$ cat src/rtl/exec_ctrl_unit.sv
// Execute-stage control and compute block for the MIPS-Lite4 core.
// The decoder, B-operand mux, ALU, Zero flag and byte-enable logic feed a single EX output register.
module exec_ctrl_unit #(
    parameter int WIDTH = 32
) (
    input  logic             Clk_i,
    input  logic             Reset_i,
    input  logic [31:0]      Instr_i,
    input  logic [WIDTH-1:0] Rd1_i,
    input  logic [WIDTH-1:0] Rd2_i,
    input  logic [WIDTH-1:0] Imm_ext_i,
    output logic             Extop_o,
    output logic [1:0]       Regdst_o,
    output logic             Alusrc_o,
    output logic             Memwrite_o,
    output logic [1:0]       Memtoreg_o,
    output logic             Regwrite_o,
    output logic [1:0]       nPC_sel_o,
    output logic [2:0]       Aluop_o,
    output logic [WIDTH-1:0] C_o,
    output logic             Zero_o,
    output logic [3:0]       Membe_o,
    output logic             Sign_o
);

    localparam logic [5:0] OP_R     = 6'b000000;
    localparam logic [5:0] OP_ADDI  = 6'b001000;
    localparam logic [5:0] OP_ADDIU = 6'b001001;
    localparam logic [5:0] OP_ORI   = 6'b001101;
    localparam logic [5:0] OP_LUI   = 6'b001111;
    localparam logic [5:0] OP_LW    = 6'b100011;
    localparam logic [5:0] OP_LB    = 6'b100000;
    localparam logic [5:0] OP_LBU   = 6'b100100;
    localparam logic [5:0] OP_LH    = 6'b100001;
    localparam logic [5:0] OP_LHU   = 6'b100101;
    localparam logic [5:0] OP_SW    = 6'b101011;
    localparam logic [5:0] OP_SH    = 6'b101001;
    localparam logic [5:0] OP_SB    = 6'b101000;
    localparam logic [5:0] OP_BEQ   = 6'b000100;
    localparam logic [5:0] OP_J     = 6'b000010;
    localparam logic [5:0] OP_JAL   = 6'b000011;

    localparam logic [5:0] F_ADDU = 6'b100001;
    localparam logic [5:0] F_SUBU = 6'b100011;
    localparam logic [5:0] F_AND  = 6'b100100;
    localparam logic [5:0] F_OR   = 6'b100101;
    localparam logic [5:0] F_SLT  = 6'b101010;
    localparam logic [5:0] F_JR   = 6'b001000;

    localparam logic [2:0] ALU_ADD = 3'b000;
    localparam logic [2:0] ALU_SUB = 3'b001;
    localparam logic [2:0] ALU_OR  = 3'b010;
    localparam logic [2:0] ALU_AND = 3'b011;
    localparam logic [2:0] ALU_SLT = 3'b100;
    localparam logic [2:0] ALU_LUI = 3'b101;

    localparam logic [2:0] BE_WORD   = 3'b000;
    localparam logic [2:0] BE_HALF_S = 3'b001;
    localparam logic [2:0] BE_HALF_U = 3'b010;
    localparam logic [2:0] BE_BYTE_S = 3'b011;
    localparam logic [2:0] BE_BYTE_U = 3'b100;

    function automatic logic [WIDTH-1:0] alu_f(input logic [2:0] op,
                                               input logic [WIDTH-1:0] a,
                                               input logic [WIDTH-1:0] b);
        logic signed [WIDTH-1:0] sa;
        logic signed [WIDTH-1:0] sb;
        sa = a;
        sb = b;
        case (op)
            ALU_ADD: alu_f = a + b;
            ALU_SUB: alu_f = a - b;
            ALU_OR:  alu_f = a | b;
            ALU_AND: alu_f = a & b;
            ALU_SLT: alu_f = {{(WIDTH-1){1'b0}}, (sa < sb)};
            ALU_LUI: alu_f = {b[15:0], {(WIDTH-16){1'b0}}};
            default: alu_f = '0;
        endcase
    endfunction

    // Alignment is not checked: word ignores both address bits, half ignores a[0].
    function automatic logic [3:0] be_f(input logic [2:0] sel, input logic [1:0] a);
        case (sel)
            BE_WORD:              be_f = 4'b1111;
            BE_HALF_S, BE_HALF_U: be_f = a[1] ? 4'b1100 : 4'b0011;
            BE_BYTE_S, BE_BYTE_U: be_f = 4'b0001 << a;
            default:              be_f = 4'b0000;
        endcase
    endfunction

    logic [5:0] op;
    logic [5:0] func;
    logic       unused_instr;

    assign op           = Instr_i[31:26];
    assign func         = Instr_i[5:0];
    assign unused_instr = ^Instr_i[25:6];

    logic             extop_d;
    logic [1:0]       regdst_d;
    logic             alusrc_d;
    logic             memwrite_d;
    logic [1:0]       memtoreg_d;
    logic             regwrite_d;
    logic [1:0]       npc_sel_d;
    logic [2:0]       aluop_d;
    logic             mem_d;
    logic [2:0]       be_sel_d;
    logic [WIDTH-1:0] b_d;
    logic [WIDTH-1:0] c_d;
    logic             zero_d;
    logic [3:0]       membe_d;
    logic             sign_d;

    always_comb begin
        extop_d    = 1'b0;
        regdst_d   = 2'b00;
        alusrc_d   = 1'b0;
        memwrite_d = 1'b0;
        memtoreg_d = 2'b00;
        regwrite_d = 1'b0;
        npc_sel_d  = 2'b00;
        aluop_d    = ALU_ADD;
        mem_d      = 1'b0;
        be_sel_d   = BE_WORD;
        case (op)
            OP_R: begin
                case (func)
                    F_ADDU: begin regdst_d = 2'b01; regwrite_d = 1'b1; aluop_d = ALU_ADD; end
                    F_SUBU: begin regdst_d = 2'b01; regwrite_d = 1'b1; aluop_d = ALU_SUB; end
                    F_AND:  begin regdst_d = 2'b01; regwrite_d = 1'b1; aluop_d = ALU_AND; end
                    F_OR:   begin regdst_d = 2'b01; regwrite_d = 1'b1; aluop_d = ALU_OR;  end
                    F_SLT:  begin regdst_d = 2'b01; regwrite_d = 1'b1; aluop_d = ALU_SLT; end
                    F_JR:   npc_sel_d = 2'b11;
                    default: ;
                endcase
            end
            OP_ADDI, OP_ADDIU: begin
                alusrc_d = 1'b1; regwrite_d = 1'b1; extop_d = 1'b1; aluop_d = ALU_ADD;
            end
            OP_ORI: begin
                alusrc_d = 1'b1; regwrite_d = 1'b1; aluop_d = ALU_OR;
            end
            OP_LUI: begin
                alusrc_d = 1'b1; regwrite_d = 1'b1; aluop_d = ALU_LUI;
            end
            OP_LW, OP_LB, OP_LBU, OP_LH, OP_LHU: begin
                alusrc_d   = 1'b1;
                extop_d    = 1'b1;
                regwrite_d = 1'b1;
                memtoreg_d = 2'b01;
                mem_d      = 1'b1;
                case (op)
                    OP_LB:   be_sel_d = BE_BYTE_S;
                    OP_LBU:  be_sel_d = BE_BYTE_U;
                    OP_LH:   be_sel_d = BE_HALF_S;
                    OP_LHU:  be_sel_d = BE_HALF_U;
                    default: be_sel_d = BE_WORD;
                endcase
            end
            OP_SW, OP_SH, OP_SB: begin
                alusrc_d   = 1'b1;
                extop_d    = 1'b1;
                memwrite_d = 1'b1;
                mem_d      = 1'b1;
                case (op)
                    OP_SH:   be_sel_d = BE_HALF_U;
                    OP_SB:   be_sel_d = BE_BYTE_U;
                    default: be_sel_d = BE_WORD;
                endcase
            end
            OP_BEQ: begin
                aluop_d = ALU_SUB; npc_sel_d = 2'b01;
            end
            OP_J: npc_sel_d = 2'b10;
            OP_JAL: begin
                npc_sel_d = 2'b10; regdst_d = 2'b10; memtoreg_d = 2'b10; regwrite_d = 1'b1;
            end
            default: ;
        endcase
    end

    assign b_d     = alusrc_d ? Imm_ext_i : Rd2_i;
    assign c_d     = alu_f(aluop_d, Rd1_i, b_d);
    assign zero_d  = (c_d == '0);
    assign membe_d = mem_d ? be_f(be_sel_d, c_d[1:0]) : 4'b0000;
    assign sign_d  = mem_d && ((be_sel_d == BE_HALF_S) || (be_sel_d == BE_BYTE_S));

    assign Extop_o = extop_d;

    logic [1:0]       regdst_q;
    logic             alusrc_q;
    logic             memwrite_q;
    logic [1:0]       memtoreg_q;
    logic             regwrite_q;
    logic [1:0]       npc_sel_q;
    logic [2:0]       aluop_q;
    logic [WIDTH-1:0] c_q;
    logic             zero_q;
    logic [3:0]       membe_q;
    logic             sign_q;

    // EX stage register: the all-zero reset value doubles as a NOP.
    always_ff @(posedge Clk_i or posedge Reset_i) begin
        if (Reset_i) begin
            regdst_q   <= 2'b00;
            alusrc_q   <= 1'b0;
            memwrite_q <= 1'b0;
            memtoreg_q <= 2'b00;
            regwrite_q <= 1'b0;
            npc_sel_q  <= 2'b00;
            aluop_q    <= 3'b000;
            c_q        <= '0;
            zero_q     <= 1'b0;
            membe_q    <= 4'b0000;
            sign_q     <= 1'b0;
        end else begin
            regdst_q   <= regdst_d;
            alusrc_q   <= alusrc_d;
            memwrite_q <= memwrite_d;
            memtoreg_q <= memtoreg_d;
            regwrite_q <= regwrite_d;
            npc_sel_q  <= npc_sel_d;
            aluop_q    <= aluop_d;
            c_q        <= c_d;
            zero_q     <= zero_d;
            membe_q    <= membe_d;
            sign_q     <= sign_d;
        end
    end

    assign Regdst_o   = regdst_q;
    assign Alusrc_o   = alusrc_q;
    assign Memwrite_o = memwrite_q;
    assign Memtoreg_o = memtoreg_q;
    assign Regwrite_o = regwrite_q;
    assign nPC_sel_o  = npc_sel_q;
    assign Aluop_o    = aluop_q;
    assign C_o        = c_q;
    assign Zero_o     = zero_q;
    assign Membe_o    = membe_q;
    assign Sign_o     = sign_q;

endmodule

$ cat config.mk
export PLATFORM = sky130hd
export DESIGN_NAME = exec_ctrl_unit
export DESIGN_NICKNAME = d
export VERILOG_FILES = /design/src/rtl/exec_ctrl_unit.sv
export SDC_FILE = /design/constraint.sdc
export NUM_CORES = 1
export LEC_CHECK = 0
export CAP_MARGIN = 30
export CORE_MARGIN = 2
export CORE_UTILIZATION = 45
export DETAILED_ROUTE_END_ITERATION = 16
export HOLD_SLACK_MARGIN = 0.08
export PLACE_DENSITY = 0.72
export SLEW_MARGIN = 10
export SYNTH_ARGS = -nofsm -noshare
export SYNTH_HDL_FRONTEND = slang
export SYNTH_SLANG_ARGS = --single-unit
export TNS_END_PERCENT = 10
$ cat constraint.sdc
create_clock -name Clk_i -period 4.6 [get_ports Clk_i]
set_input_delay 0.92 -clock Clk_i [delete_from_list [all_inputs] [get_ports Clk_i]]
set_output_delay 0.92 -clock Clk_i [all_outputs]
set_load 0.01 [all_outputs]
# Word-level counts from Yosys, hierarchy flattened
# Index checks and enable logic that the tools add are counted.
# classes
n_mul,0
n_bitwise,2
eq_ne,30
n_div,0
reduce_logical,16
muxes,21
n_shift,1
add_sub_neg,2
n_lt_le_gt_ge,1
# ops
op,n
$pmux W32 S6,1
$eq A6 B6 Y1 const B,13
$pmux W3 S4,3
$add A32 B32 Y32,1
$and A32 B32 Y32,1
$logic_not A32 Y1,1
$lt A32 B32 Y1,1
$mux W32,1
$or A32 B32 Y32,1
$sub A32 B32 Y32,1
$eq A6 B4 Y1 const B,5
$reduce_or A10 Y1,2
$eq A3 B2 Y1 const B,4
$eq A6 B2 Y1 const B,2
$pmux W3 S2,2
$pmux W4 S3,1
$reduce_or A12 Y1,1
$reduce_or A5 Y1,2
$eq A3 B3 Y1 const B,3
$mux W4,2
$pmux W2 S2,2
$reduce_or A8 Y1,1
$eq A3 B1 Y1 const B,2
$eq A6 B3 Y1 const B,1
11 further kinds,19
# word_totals
inputBits,130
memories,0
word_cells,84
ram_bits,0
out_inout_bits,51
romBits,0
latch_bits,0
register_bits,50

# Depth between registers and ports, before layout
# Gate-level depths: netlist of run 1.
# depth
depth_word,9
mapped_depth,23
mapped_depth_nobuf,21

# Least setup slack after synthesis of run 1
# No wires, ideal clock.
# synth_timing
path_type,input -> register
from,input port Instr_i[27]
to,"register zero_q, in the netlist Zero_o"
path_stages,22
slack_ns,-0.882
required_time_ns,4.504
setup_time_ns,0.096
arrival_ns,5.387
n_path_buf,3
path_cell_list,buf_6 > inv_1 > a22oi_1 > nor2_1 > o21bai_2 > clkbuf_1 > clkbuf_1 > nand2_1 > nand2_1 > ha_1 > inv_1 > fa_1 > nor2b_1 > o311ai_1 > a211oi_1 > o2111ai_1 > nand2_1 > a311oi_2 > nor2_1 > o32ai_1 > or4bb_1 > nor4_2
# synth_via
elab_chain_cells,7
elab_cells_between_ends,31
classes_between,2 x add/sub; 1 x order compare; 18 x eq/ne; 4 x mux; 2 x bitwise; 4 x reduce/logical
# synth_lines
item,line,text
from (decl),8,"input logic [31:0] Instr_i,"
$eq A6 B6 Y1 / $eq A6 B4 Y1 (equally long branches),126,case (op)
$reduce_or A12 Y1 (no line),n/a,
$mux W1,126,
$mux W32,183,assign b_d = alusrc_d ? Imm_ext_i : Rd2_i;
$sub A32 B32 Y32 (tied with other cells),72,ALU_SUB: alu_f = a - b;
$pmux W32 S6 *,70,case (op)
$logic_not A32 Y1 *,185,assign zero_d = (c_d == '0);
net zero_d,111,logic zero_d;
to (signal assigned),226,zero_q <= zero_d;
to (decl),199,logic zero_q;
# The timed path passes the listed nets; every way through them passes the cells marked *.

# Worst setup path in the final report of run 1
# layout_timing
from,input port Instr_i[29]
to,"register zero_q, in the netlist Zero_o"
# layout_via
elab_chain_cells,7
elab_cells_between_ends,31
classes_between,2 x add/sub; 1 x order compare; 18 x eq/ne; 4 x mux; 2 x bitwise; 4 x reduce/logical
# layout_lines
item,line,text
$eq A6 B6 Y1 / $eq A6 B4 Y1 (equally long branches),126,
$reduce_or A12 Y1 (no line),n/a,
$mux W1,126,
$mux W32,183,
$sub A32 B32 Y32 (tied with other cells),72,
$pmux W32 S6 *,70,
net c_d[27],110,logic [WIDTH-1:0] c_d;
$logic_not A32 Y1 *,185,
net zero_d,111,
# Marked as above.

==> results by group, run 1 <==
Drt
  – 1st-iter DRT viols: 1079
  – Drt first pass iters: 5
  – DRC: 0
  – Final wirelength: 36.0 mm
  – Via count: 10000
  – Wire per inst: 21.1 µm
  – Vias/cell: 5.90
  – Post-route ant nets: 0

Synthesis
  – Synth top area cells: ha_1 (20%), dfrtp_1 (17%), nand2_1 (5.7%)
  – Main synth FF type: dfrtp_1
  – Most instantiated cells after synthesis: ha_1 (117), nand2_1 (112), inv_1 (110)
  – Number of synthesized flops with an enable pin: 0
  – Cell accounting for the most synthesized area: ha_1
  – Mapped Nets: 1214
  – Cells after synthesis: 965
  – Seq cells post-synth: 49
  – FFs w/ async S/R, synth: 100%
  – Synthesized area per cell: 7.62 µm²
  – Synth Warn #: 0
  – Top-count cell post-synth: ha_1
  – Seq/Total Area, Yosys: 16.7%
  – Yosys top cell area share: 19.9%
  – Yosys cell types: 92
  – Mapped cell area: 0.00736 mm²

Critical path
  – CP max-delay cell: a311o_2
  – Critical Path Source Type: primary input
  – Critical path type: primary input to flop
  – Crit path DAT: 5230 ps
  – Most used cell, CP: buf_4
  – CP bufs+invs: 7
  – Critical Path Sink Type: flop
  – Required time of the critical path: 4800 ps
  – CP delay by family, top: compound AO/OA/AOI/OAI gates
  – Crit-path cells: buf_8 -> a22oi_2 -> nor2_2 -> o21bai_4 -> inv_2 -> buf_4 -> nand2_2 -> nand2_1 -> inv_2 -> buf_4 -> ha_4 -> buf_4 -> a21oi_1 -> o31a_1 -> a311o_2 -> o31ai_4 -> buf_4 -> a211oi_1 -> o21ai_1 -> xor2_1 -> o221ai_1 -> or3_1 -> nor4_2
  – Critical Path Max Stage Delay: 500 ps
  – Critical path fanouts, max: 5

Placed design
  – Dpl cell area: 0.0118 mm²
  – Post-DP HPWL: 26.5 mm
  – Global placement routability congestion: 1.05
  – Port Buffers: 160
  – Post-Place Cells: 1658
  – Pre-CTS WS: -1430 ps

Job
  – Max capacitance violation total: 0

CTS
  – CTS Hold Bufs: 0
  – CTS max path bufs: 2
  – CTS tree: done
  – H-tree depth: 2
  – CTS Sinks: 49
  – Worst-path clk slew: 80 ps
  – TritonCTS Buffers: 5
  – CTS Root Cell: clkbuf_16

Global routing
  – Initial antenna violation count: 0
  – GRT Util Overall: 40.0%
  – Vias in the first global route: 10300
  – Pin count of the biggest net entering global routing: 37
  – First-pass GRT wire length: 55.7 mm
  – Total gr overflow: 0

Layout
  – Antenna fix cells: 0
  – Finished Cell Area: 0.0128 mm²
  – Synthesis-to-layout area growth: 74.2%
  – Layout cell share with drive strength beyond 1: 34.9%
  – Final core occ: 80.4%
  – Final Non-Filler Cells: 1702
  – # nets final: 1734

STA
  – Pin slew with the least headroom to its limit: 640 ps
  – Setup WS post-layout: -432 ps
  – Final Max Tran Viols: 0
  – RSZ-0062 raised after global routing: true
  – Achievable Freq: 199 MHz
  – Hold Vio Cnt, Final: 0
  – Fin crit period: 5030 ps
  – Setup tns final: -976 ps
  – Tcrit/Tclk final: 109%
  – Setup-failing EPs final: 6
  – Hold slack: 918 ps
  – Slew HR: 56.8%

Power and ir drop
  – Maximum vdd drop: 0.000160 V
  – Leak: 6.17 nW
  – Overall Power: 3.08 mW
  – Power per cell area: 241 mW/mm²

Die
  – Initial Utilization: 46.1%
  – Chip Width: 132 µm
  – Row cnt: 46
  – Core footprint: 0.0159 mm²
  – DIE HEIGHT: 132 µm
  – Die Area: 0.0174 mm²
  – Ports: 181

Worst hold path
  – Worst hold path class: primary input to asynchronous set/reset pin

Run status
  – Status: complete, but fails checks
  – Failing checks: setup timing
-- metal layers --
layer | vias up | routed length [µm] | track usage, %
li1 | 4451 | - | -
met4 | 0 | 2360 | 21.9
met2 | 698 | 16500 | 67.2
met5 | - | 0 | 0
met1 | 4688 | 13700 | 48.9
met3 | 203 | 3320 | 6.61
-- flip-flops by register name, summed over array words and instances (netlist names) --
signal	count
Regwrite_o	1
Memwrite_o	1
Aluop_o	3
Zero_o	1
Alusrc_o	1
Sign_o	1
Regdst_o	1
nPC_sel_o	2
Membe_o	4
C_o	32
Memtoreg_o	2
-- cell type report --
type | instances | area (µm²)
multi-input cells | 760 | 6050
repair buffers | 558 | 4700
well taps | 216 | 270
flip-flops and latches | 49 | 1230
clock inverters | 3 | 26.3
inverters | 111 | 417
clock buffers | 5 | 125
fillers | 1066 | 3130
-- worst paths after layout --
kind | startpoint | endpoint | slack, ps | cells after the start
max in group asynchronous | Reset_i | C_o[26] | 3130 | 3
min in group Clk_i | Instr_i[29] | Sign_o | 920 | 3
setup / recovery | Instr_i[29] | Zero_o | -430 | 23
hold / removal | Reset_i | C_o[7] | 920 | 2
-- repair_timing --
| action | CTS | global route |
|---|---|---|
| cloned | 1 | 0 |
| pin swaps | 43 | 12 |
| endpoints found under the setup margin | 20 | 13 |
| gates resized for setup | 113 | 26 |
| setup buffers | 34 | 2 |
-- kinds of logic (layout without fill, tap and decap cells) --
family	count (synthesis)	in the layout	share of synthesized area (%)
AOI/OAI and AO/OA	264	264	26.0
adders and majority gates	119	119	20.4
DFF	49	49	16.7
xor gates and xnor gates	41	41	4.88
buffers and inverters	156	677	9.06
muxes	11	11	1.51
and+or+nand+nor	325	325	21.4
-- cells in the final DEF, fill, tap and decap left out, types with 11 or more instances in the layout --
master | Yosys | routed
clkdlybuf4s50_1 | 0 | 154
dfrtp_1 | 49 | 49
o21ai_0 | 30 | 22
a21oi_1 | 66 | 60
buf_4 | 3 | 385
ha_1 | 117 | 106
o221ai_1 | 24 | 21
o31ai_1 | 11 | 11
a221oi_1 | 14 | 12
xor2_1 | 12 | 12
nor2_1 | 90 | 87
nand4_1 | 13 | 13
inv_1 | 110 | 105
nand2_1 | 112 | 106
nand3_1 | 14 | 12
xnor2_1 | 29 | 29
nor3_1 | 20 | 17
-- power by group --
| part | leakage (nW) | switching, mW | internal [mW] |
|---|---|---|---|
| sequential | 0.606 | 0.0331 | 0.517 |
| combinational | 5.49 | 1.02 | 1.11 |
| clock | 0.0680 | 0.191 | 0.206 |
Power figures use the tool's default switching activity.
==> run 2: changes to the inputs <==
--- a/config.mk
+++ b/config.mk
@@ -8,6 +8,7 @@
 export CAP_MARGIN = 30
 export CORE_MARGIN = 2
 export CORE_UTILIZATION = 45
+export CTS_BUF_LIST = sky130_fd_sc_hd__clkbuf_4
 export DETAILED_ROUTE_END_ITERATION = 16
 export HOLD_SLACK_MARGIN = 0.08
 export PLACE_DENSITY = 0.72
==> constraint.sdc (replaced) <==
create_clock -name Clk_i -period 4.6 [get_ports Clk_i]
set_input_delay 0.92 -clock Clk_i [delete_from_list [all_inputs] [get_ports Clk_i]]
set_output_delay 0.92 -clock Clk_i [all_outputs]
set_load 0.1 [all_outputs]
==> run 2 against run 1 <==
Net effect:
- the run still ends with setup timing left
- via count fell by 2.2%
- combinational power rose by 32%
- non-clock buffer count fell by 10
- critical path type unchanged
==> results by group, run 2 (synthesized netlist as in run 1, its figures left out) <==
Run status
  – Status: complete, but fails checks
  – Failing checks: setup timing

STA
  – RSZ-0062 raised after global routing: true
  – Pin slew with the least headroom to its limit: 1010 ps (+366 ps)
  – Achievable Freq: 206 MHz (+3.8%)
  – Setup-failing EPs final: 3 (-3)
  – Tcrit/Tclk final: 105% (-4.0 points)
  – Fin crit period: 4850 ps (-184 ps)
  – Setup WS post-layout: -248 ps (+184 ps)
  – Slew HR: 32.7% (-24 points)
  – Hold Vio Cnt, Final: 0 (unchanged)
  – Final Max Tran Viols: 0 (unchanged)

Die
  – Ports: 181 (unchanged)
  – Die Area: 0.0174 mm² (unchanged)
  – Core footprint: 0.0159 mm² (unchanged)
  – Initial Utilization: 46.1% (unchanged)
  – Row cnt: 46 (unchanged)
  – DIE HEIGHT: 132 µm (unchanged)
  – Chip Width: 132 µm (unchanged)

Layout
  – Commonest non-fill, non-tap cell in the layout: buf_4
  – # nets final: 1724 (-0.58%)
  – Synthesis-to-layout area growth: 74.9%
  – Final core occ: 80.7% (+0.34 points)
  – Commonest cells after routing, fill and taps aside: buf_4 (374), clkdlybuf4s50_1 (153), nand2_1 (108)
  – Layout cell share with drive strength beyond 1: 36.7% (+1.9 points)
  – Max reg flops: 32 (unchanged)
  – Final Non-Filler Cells: 1693 (-0.53%)

Placed design
  – Post-DP HPWL: 25.8 mm (-2.4%)
  – Port Buffers: 160 (unchanged)
  – Pre-CTS WS: -1430 ps (+5.92 ps)
  – Global placement routability congestion: 1.01 (-3.9%)
  – Post-Place Cells: 1641 (-1.0%)

CTS
  – CTS Root Cell: clkbuf_4
  – TritonCTS Buffers: 5 (unchanged)
  – CTS max path bufs: 2 (unchanged)
  – CTS tree: done
  – CTS Sinks: 49 (unchanged)
  – Worst-path clk slew: 170 ps (+90 ps)
  – H-tree depth: 2 (unchanged)

Critical path
  – Critical path fanouts, max: 6 (+1)
  – Worst setup path end: Zero_o
  – Critical Path Sink Type: flop
  – Required time of the critical path: 4920 ps (+120 ps)
  – Levels on crit path: 22 (-4.3%)
  – Critical Path Source Type: primary input
  – CP bufs+invs: 6 (-1)
  – Crit-path cells: buf_8 -> a22oi_2 -> nor2_2 -> o21bai_4 -> buf_12 -> buf_4 -> nand2_1 -> nand2_1 -> inv_2 -> ha_4 -> inv_2 -> a2111oi_4 -> a211oi_4 -> a221oi_2 -> o31ai_1 -> buf_4 -> a31oi_4 -> o21a_1 -> or4b_4 -> nand3_2 -> or4bb_1 -> nor4_2
  – CP delay by family, top: compound AO/OA/AOI/OAI gates
  – Critical path type: primary input to flop
  – Crit path launch: Instr_i[29]
  – CP max-delay cell: or4bb_1
  – Crit path DAT: 5170 ps (-60 ps)
  – Critical Path Max Stage Delay: 500 ps (about the same)

Global routing
  – First-pass GRT wire length: 50.7 mm (-9.1%)
  – Initial antenna violation count: 1 (+1)
  – Total gr overflow: 0 (unchanged)
  – GRT Util Overall: 36.5% (-3.5 points)
  – Pin count of the biggest net entering global routing: 37 (unchanged)
  – Vias in the first global route: 9635 (-6.1%)

Power and ir drop
  – Maximum vdd drop: 0.000269 V (+67%)
  – Power per cell area: 279 mW/mm² (+16%)
  – Leak: 6.14 nW (-0.42%)
  – Internal Power: 1.72 mW (-6.1%)
  – Gate power share: 78.4% (+9.1 points)
  – Switching Power: 1.87 mW (+50%)
  – Clock share of power: 6.6% (-6.3 points)
  – Switch share: 52.0% (+12 points)
  – Sequential share of power: 15.0% (-2.8 points)

Drt
  – Wire per inst: 20.1 µm (-4.9%)
  – Post-route ant nets: 0 (unchanged)
  – Vias/cell: 5.80 (-1.7%)
  – DRC: 0 (unchanged)
  – Drt first pass iters: 8 (+3)
  – 1st-iter DRT viols: 1254 (+16%)
  – Via count: 9821 (-2.2%)
  – Final wirelength: 34.0 mm (-5.4%)

Job
  – Max capacitance violation total: 0 (unchanged)

Worst hold path
  – Worst hold path class: primary input to asynchronous set/reset pin
[run 2: metrics by stage]
step / setup TNS (ps) / hold slack (ps) / instance area [µm²] / total power [mW]
after floorplan: -499 / 1020 / 7420 / 1.97
after global placement: -12870 / 1520 / 11700 / 3.00
after detailed placement: -15380 / 1240 / 11700 / 3.03
after CTS: -53.0 / 786 / 12400 / 3.41
after global routing: -1050 / 802 / 12900 / 3.74
final: -284 / 790 / 12900 / 3.59
[run 2: worst min-delay path by stage]
stage | to | slack (ps) | depth (start not counted)
6_report | C_o[12] | 790 | 2
5_1_grt | Sign_o | 800 | 3
4_1_cts | C_o[11] | 790 | 2
3_5_place_dp | C_o[7] | 1240 | 2
3_3_place_gp | C_o[7] | 1520 | 2
2_1_floorplan | Regwrite_o | 1020 | 1
[run 2: power groups by stage]
stage	Combinational [mW]	Clock, mW	Sequential (mW)
2_1_floorplan	0.771	0	1.20
3_3_place_gp	2.45	0	0.547
3_5_place_dp	2.48	0	0.549
4_1_cts	2.63	0.237	0.539
5_1_grt	2.94	0.248	0.550
6_report	2.82	0.235	0.539
[run 2: repair_timing]
action | CTS | global route
hold buffers | 0 | 0
setup endpoints to repair | 20 | 7
gates cloned | 1 | 0
resized for setup | 108 | 87
setup buffers | 30 | 14
pin swaps | 39 | 58
[run 2: layout make-up]
| cell class | count | area, µm² |
|---|---|---|
| antenna | 1 | 2.50 |
| clock buffer | 5 | 37.5 |
| clock inverter | 3 | 26.3 |
| fill | 1090 | 3080 |
| inverter | 111 | 419 |
| multi-input combinational | 760 | 6240 |
| sequential | 49 | 1230 |
| tap | 216 | 270 |
| timing repair buffer | 548 | 4640 |
[run 2: metal layers]
metal / track usage [%] / up-vias / share of wire [%] / wire, µm
met4: 14.6 / 0 / 4.9 / 1650
met3: 5.84 / 145 / 8.9 / 3020
met2: 61.5 / 620 / 46 / 15800
met1: 46.6 / 4611 / 40 / 13600
li1: - / 4445 / - / -
met5: 0 / - / 0 / 0
